File: config.mk
export PLATFORM = sky130hd
export DESIGN_NAME = seq_shifter_32
export DESIGN_NICKNAME = d
export VERILOG_FILES = /design/src/rtl/seq_shifter_32.sv
export SDC_FILE = /design/constraint.sdc
export NUM_CORES = 1
export LEC_CHECK = 0
export ABC_AREA = 1
export CORE_UTILIZATION = 60
export DETAILED_ROUTE_END_ITERATION = 6
export DONT_BUFFER_PORTS = 1
export GPL_ROUTABILITY_DRIVEN = 0
export HOLD_SLACK_MARGIN = 0.08
export PLACE_DENSITY = 0.81
export SLEW_MARGIN = 20
export SYNTH_ARGS = -nofsm -noshare
export SYNTH_HDL_FRONTEND = slang
export SYNTH_SLANG_ARGS = --single-unit
File: constraint.sdc
create_clock -name clock -period 1.8 [get_ports clock]
set_input_delay 0.09 -clock clock [delete_from_list [all_inputs] [get_ports clock]]
set_output_delay 0.09 -clock clock [all_outputs]
set_load 0.005 [all_outputs]
File: src/rtl/seq_shifter_32.sv
// Sequential 32-bit shifter: one bit of shift per clock, ShiftAmount cycles in RUN.
// Modes: 0 LSL, 1 ROL, 2 LSR, 3 ASR, 4 ROR, 5-7 pass-through.
// Optional feature macro: SHIFTER_ROTATE_EN enables ROL/ROR. Without it, modes 1
// and 4 are pass-through with unchanged latency, and no rotate logic is built.
module seq_shifter_32 #(
  parameter logic [31:0] ResultInit = 32'h0000_0000
) (
  input  logic        clock,
  input  logic        reset,
  input  logic        start,
  input  logic [31:0] DataA,
  input  logic [4:0]  ShiftAmount,
  input  logic [2:0]  Mode,
  output logic        busy,
  output logic        done,
  output logic [31:0] Result
);

  typedef enum logic [1:0] {
    Idle = 2'd0,
    Run  = 2'd1,
    Done = 2'd2
  } stateT;

  typedef enum logic [2:0] {
    OpLsl = 3'd0,
    OpRol = 3'd1,
    OpLsr = 3'd2,
    OpAsr = 3'd3,
    OpRor = 3'd4
  } opT;

  stateT       state;
  logic [31:0] workReg;
  logic [31:0] shifted;
  logic [4:0]  count;
  logic [2:0]  modeReg;

  // Single-bit step of the working register according to the captured mode.
  always_comb begin
    shifted = workReg;
    case (modeReg)
      OpLsl:   shifted = {workReg[30:0], 1'b0};
      OpLsr:   shifted = {1'b0, workReg[31:1]};
      OpAsr:   shifted = {workReg[31], workReg[31:1]};
`ifdef SHIFTER_ROTATE_EN
      OpRol:   shifted = {workReg[30:0], workReg[31]};
      OpRor:   shifted = {workReg[0], workReg[31:1]};
`endif
      default: shifted = workReg;
    endcase
  end

  // Control FSM with registered busy/done/Result; reset wins over start.
  always_ff @(posedge clock) begin
    if (reset) begin
      state   <= Idle;
      busy    <= 1'b0;
      done    <= 1'b0;
      Result  <= ResultInit;
      count   <= '0;
      workReg <= '0;
      modeReg <= '0;
    end else begin
      done <= 1'b0;
      case (state)
        Idle: begin
          if (start) begin
            workReg <= DataA;
            count   <= ShiftAmount;
            modeReg <= Mode;
            busy    <= 1'b1;
            state   <= Run;
          end
        end
        Run: begin
          if (count != '0) begin
            workReg <= shifted;
            count   <= count - 5'd1;
          end else begin
            Result <= workReg;
            done   <= 1'b1;
            state  <= Done;
          end
        end
        Done: begin
          busy  <= 1'b0;
          state <= Idle;
        end
        default: begin
          busy  <= 1'b0;
          state <= Idle;
        end
      endcase
    end
  end

endmodule

==> impl_metrics.env, run 1 <==
export IMPL_layout_drive_gt1_share=0.0595
export IMPL_crit_path_start_kind="flip-flop"
export IMPL_synth_top_cell_area_share=0.413
export IMPL_cts_root_buf="clkbuf_8"
export IMPL_power_density_nw_per_um2=1170
export IMPL_pwr_share_seq=0.412
export IMPL_leakage_nw=2.16
export IMPL_ys_types=22
export IMPL_r2r_slack_ns=0.14
export IMPL_min_path_type="input pin to flip-flop"
export IMPL_cp_end_kind="flip-flop"
export IMPL_pwr_share_comb=0.306
export IMPL_tns_ns=0
export IMPL_clock_fmax_ghz=0.603
export IMPL_worst_pin_slew_ns=0.555
export IMPL_cap_violations=0
export IMPL_dieArea_sq_um=6450
export IMPL_vias_per_cell=5.44
export IMPL_drtAntennaViolNets=0
export IMPL_dp_cells=619
export IMPL_die_w_microns=80.3
export IMPL_ctsHtreeMaxLevel=3
export IMPL_dr_pass1_iters=5
export IMPL_rsz0062_at_grt="no"
export IMPL_crit_path_max_fanout=50
export IMPL_skew_ns=0.00870
export IMPL_status="completed"
export IMPL_reg2regPathDepth=10
export IMPL_synth_seq_cells=76
export IMPL_seq_area_frac_synth=0.413
export IMPL_syn_area_per_cell_sq_um=6.49
export IMPL_clock_latency_ns=0.35
export IMPL_syn_cell_area_sq_um=3680
export IMPL_portBuffers=0
export IMPL_cp_data_required_time_ns=2.05
export IMPL_numCtsBuffers=9
export IMPL_ioPinCount=77
export IMPL_final_cells=680
export IMPL_clk_path_buf_depth=2
export IMPL_period_share=0.922
export IMPL_numClockSinks=76
export IMPL_hp_start="start"
export IMPL_r2r_start="count[0]"
export IMPL_cts_setup_buffers=0
export IMPL_power_switching_mw=1.77
export IMPL_num_rows=28
export IMPL_grt_pass1_wl_microns=15100
export IMPL_cts_tree="yes"
export IMPL_arrival_ns=1.91
export IMPL_core_area_sq_um=5920
export IMPL_grt_max_degree=51
export IMPL_post_place_ws_ns=0.186
export IMPL_switching_share=0.345
export IMPL_finalWirelength_microns=9270
export IMPL_drc=0
export IMPL_internal_power_mw=3.37
export IMPL_clkTransAtPathRegs_ns=0.08
export IMPL_layout_min_cycle_time_ns=1.66
export IMPL_grt_ovfl_total=0
export IMPL_synth_nets=611
export IMPL_nFillCells=467
export IMPL_setup_ws_ns=0.141
export IMPL_yosys_top_cells_area="dfxtp_1 (41%), nand2_1 (19%), nand3_1 (9.0%)"
export IMPL_crit_type="flip-flop to flip-flop"
export IMPL_finalSetupViolCount=0
export IMPL_hold_end="modeReg[0]"
export IMPL_fp_dieH_microns=80.3
export IMPL_diodes=0
export IMPL_area_delta_synth_final_pct=19.4
export IMPL_drtIter0Drc=270
export IMPL_antenna_found_initial=0
export IMPL_initial_core_util=0.622
export IMPL_whs_path_depth=4
export IMPL_nNetsFinal=644
export IMPL_vias=3701
export IMPL_reg2reg_to="workReg[29]"
export IMPL_cts_resized=0
export IMPL_yosysTopAreaCell="dfxtp_1"
export IMPL_fin_util=0.742
export IMPL_p_clk_frac=0.282
export IMPL_wl_per_cell_microns=13.6
export IMPL_slew_viol_final=0
export IMPL_grt_use_total=0.305
export IMPL_yosys_warnings=0
export IMPL_final_common_cell="nand2_1"
export IMPL_netlist_instances=567
export IMPL_grt_pass1_vias=3417
export IMPL_relSlewSlack=0.630
export IMPL_ir_worst_vdd_uv=682
export IMPL_fin_hold_ws_ns=0.101
export IMPL_hold_viol=0
export IMPL_final_cell_mix="nand2_1 (183), dfxtp_1 (76), nor2_1 (73)"
export IMPL_hpwl_microns=5680
[registers in the layout (all words and copies together), names as in the netlist]
register	cells
Result	32
busy	1
count	5
done	1
modeReg	3
state	2
workReg	32
[how the worst max path moves through the flow]
stage | from | to | slack, ns | depth (start not counted)
finish | count[0] | workReg[29] | 0.14 | 10
global route | count[1] | workReg[20] | 0.02 | 10
CTS | count[0] | workReg[29] | 0.13 | 10
detailed placement | count[0] | workReg[26] | 0.19 | 10
global placement | count[0] | workReg[23] | 0.26 | 10
floorplan | count[0] | workReg[10] | 0.44 | 9
[cells in the mapped netlist]
cell,n
a21oi_1,33
buf_2,14
buf_4,8
buf_6,3
clkbuf_1,10
clkinv_1,1
dfxtp_1,76
ha_1,1
inv_1,45
inv_2,1
inv_4,1
nand2_1,183
nand2_4,4
nand3_1,66
nand3_2,2
nand4_1,1
nor2_1,73
nor2_4,1
nor3_1,1
o21ai_0,41
o21ai_1,1
o21bai_1,1
[worst max-delay path, stage by stage (launching register included)]
cell and delay [ns]:
dfxtp_1 0.34, inv_1 0.08, ha_1 0.20, nand3_2 0.15, nand2_4 0.10, nand2_4 0.07
nand2_4 0.15, buf_12 0.24, nand2_1 0.09, nand2_1 0.08, nor2_1 0.05
[stage by stage]
step | power (mW) | cell area (sq um)
after detailed placement | 3.61 | 3720
after floorplan | 3.32 | 3680
after global routing | 5.46 | 4390
after CTS | 5.12 | 4390
after global placement | 3.54 | 3720
final | 5.14 | 4390
[logic make-up (layout without fill, tap and decap cells)]
kind of cell | count (synthesis) | after routing | share of synthesized area
buf+inv | 83 | 121 | 0.104
compound gates | 76 | 76 | 0.104
simple gates | 331 | 331 | 0.375
flops | 76 | 76 | 0.413
fa+ha+maj | 1 | 1 | 0.00340
[timing repair]
item                                    CTS  global route
endpoints found under the setup margin    0             0
endpoints found under the hold margin    41             0
hold buffers                             45             0
[layout make-up]
type	count	area (sq um)	share of cell area
Multi-Input combinational cell	408	1770	0.404
Sequential cell	76	1520	0.346
Timing Repair Buffer	57	603	0.137
Inverter	48	183	0.0416
Clock buffer	12	145	0.0330
Tap cell	75	93.8	0.0214
Clock inverter	4	72.6	0.0165
[metal layers]
layer	up-vias	global-route usage	routed length, microns
li1	1843	-	-
met1	1657	0.362	3920
met2	171	0.499	4450
met3	30	0.0682	591
met4	0	0.184	301
met5	-	0	0
[power by group through the flow]
stage	clock [mW]	sequential, mW	combinational [mW]
detailed placement	0	2.15	1.45
CTS	1.45	2.12	1.55
global route	1.53	2.15	1.78
global placement	0	2.14	1.40
floorplan	0	2.12	1.21
finish	1.45	2.12	1.57
Note: power is estimated with default switching activity, not from simulation.
==> run 2, diff against run 1 <==
- REMOVE_ABC_BUFFERS: unset -> 1
==> run 2 against run 1 <==
Effect of this change:
- register-to-register slack improved by 0.03 ns
- clock skew rose by 0.0021 ns
- die area did not move
- largest cell class unchanged
- core utilization fell by 0.55 points
- first-iteration DRC count rose by 1.1%
- cell count fell by 0.44%
- hold slack improved by 0.0084 ns
- critical endpoint is now modeReg[2]
- via count fell by 0.70%
==> impl_metrics.env, run 2 (synthesis gave the netlist of run 1 again) <==
export IMPL_crit_start="reset"
export IMPL_route_met2_wl_microns=4380
export IMPL_crit_path_max_fanout=22
export IMPL_postPlaceCellArea_sq_um=3690
export IMPL_numClockSinks=76
export IMPL_clkTransAtPathRegs_ns=0.07
export IMPL_drc=0
export IMPL_cts_root_buf="clkbuf_8"
export IMPL_period_share=0.933
export IMPL_wirelength_met1_microns=3700
export IMPL_initial_core_util=0.622
export IMPL_clk_path_buf_depth=2
export IMPL_leakage_nw=2.15
export IMPL_relSlewSlack=0.729
export IMPL_r2r_start="modeReg[0]"
export IMPL_grt_ovfl_total=0
export IMPL_drtIter0Drc=273
export IMPL_vias_per_cell=5.43
export IMPL_ioPinCount=77
export IMPL_multi_input_area_sq_um=1770
export IMPL_crit_path_start_kind="input pin"
export IMPL_fin_util=0.736
export IMPL_vias=3675
export IMPL_post_place_ws_ns=0.271
export IMPL_tns_ns=0
export IMPL_setup_ws_ns=0.121
export IMPL_fp_dieH_microns=80.3
export IMPL_core_area_sq_um=5920
export IMPL_grt_pass1_wl_microns=14400
export IMPL_grt_use_total=0.286
export IMPL_status="completed"
export IMPL_layout_min_cycle_time_ns=1.68
export IMPL_dieArea_sq_um=6450
export IMPL_hp_start="start"
export IMPL_path_cells="dlygate4sd3_1 > inv_2 > buf_6 > o21ai_0 > a21oi_1 > dlygate4sd3_1"
export IMPL_skew_ns=0.0108
export IMPL_cap_violations=0
export IMPL_cp_data_required_time_ns=2.07
export IMPL_rsz0062_at_grt="no"
export IMPL_cts_tree="yes"
export IMPL_diodes=0
export IMPL_portBuffers=0
export IMPL_power_density_nw_per_um2=1180
export IMPL_nFillCells=460
export IMPL_finalWirelength_microns=8920
export IMPL_internal_power_mw=3.39
export IMPL_power_switching_mw=1.76
export IMPL_ir_worst_vdd_uv=647
export IMPL_hold_viol=0
export IMPL_clock_fmax_ghz=0.596
export IMPL_slew_viol_final=0
export IMPL_wl_met3_microns=654
export IMPL_wl_per_cell_microns=13.2
export IMPL_cpMaxStageDelayCell="dlygate4sd3_1"
export IMPL_pwr_share_comb=0.301
export IMPL_cp_end_kind="flip-flop"
export IMPL_grt_max_degree=63
export IMPL_p_clk_frac=0.287
export IMPL_die_w_microns=80.3
export IMPL_area_delta_synth_final_pct=18.5
export IMPL_top_regs="Result x32, workReg x32, count x5"
export IMPL_min_path_type="input pin to flip-flop"
export IMPL_crit_type="input pin to flip-flop"
export IMPL_nNetsFinal=642
export IMPL_antenna_found_initial=0
export IMPL_ctsHtreeMaxLevel=3
export IMPL_finalSetupViolCount=0
export IMPL_clock_latency_ns=0.34
export IMPL_final_common_cell="nand2_1"
export IMPL_final_cell_mix="nand2_1 (183), dfxtp_1 (76), nor2_1 (73)"
export IMPL_final_seq_area_sq_um=1520
export IMPL_num_rows=28
export IMPL_top_layer_used="met4"
export IMPL_dr_pass1_iters=5
export IMPL_layout_drive_gt1_share=0.0598
export IMPL_design_area_sq_um=4360
export IMPL_worst_pin_slew_ns=0.406
export IMPL_pwr_share_seq=0.412
export IMPL_grt_pass1_vias=3413
export IMPL_drtAntennaViolNets=0
export IMPL_critical_path_max_stage_delay_ns=0.59
export IMPL_numCtsBuffers=9
export IMPL_path_common_cell="dlygate4sd3_1"
export IMPL_hpwl_microns=5430
export IMPL_arrival_ns=1.95
export IMPL_switching_share=0.341
## run 2: final cells by class
class                      count  share of cell area
clock buffer                  11              0.0347
clock inverter                 4              0.0166
inverter                      48              0.0419
multi-input combinational    408               0.407
sequential                    76               0.349
tap                           75              0.0215
timing repair buffer          55               0.129
## run 2: worst max-delay path: cells and delay by family
kind,cells,cell delay [ns]
AO/OA/AOI/OAI,2,0.26
buffers and inverters,4,1.60
## run 2: path summary, 6_finish.rpt
path / end / slack, ns / cells past startpoint
min: modeReg[1] / 0.11 / 3
max: modeReg[2] / 0.12 / 6
min reg2reg: count[1] / 0.46 / 2
max reg2reg: workReg[23] / 0.17 / 9
## run 2: timing repair
item | CTS | global route
gates resized for setup | 0 | 1
setup endpoints to repair | 0 | 1
buffers inserted | 0 | 0
hold buffers | 44 | 0
endpoints found under the hold margin | 46 | 0
## run 2: metrics by stage
step	hold slack, ns	total power [mW]	std cells
floorplan	0.167	3.20	532
global placement	0.168	3.52	618
detailed placement	0.169	3.59	618
CTS	0.105	5.12	677
global route	0.149	5.46	677
finish	0.110	5.14	677
## run 2: per-layer routing
layer	global-route usage	up-vias
met5	0	-
met4	0.141	0
met3	0.0523	17
met2	0.495	167
met1	0.337	1656
li1	-	1835
## run 2: power groups by stage
stage / combinational [mW] / sequential (mW) / clock, mW
finish: 1.55 / 2.12 / 1.48
CTS: 1.54 / 2.12 / 1.47
detailed placement: 1.44 / 2.15 / 0
floorplan: 1.08 / 2.12 / 0
global route: 1.76 / 2.15 / 1.56
global placement: 1.38 / 2.14 / 0
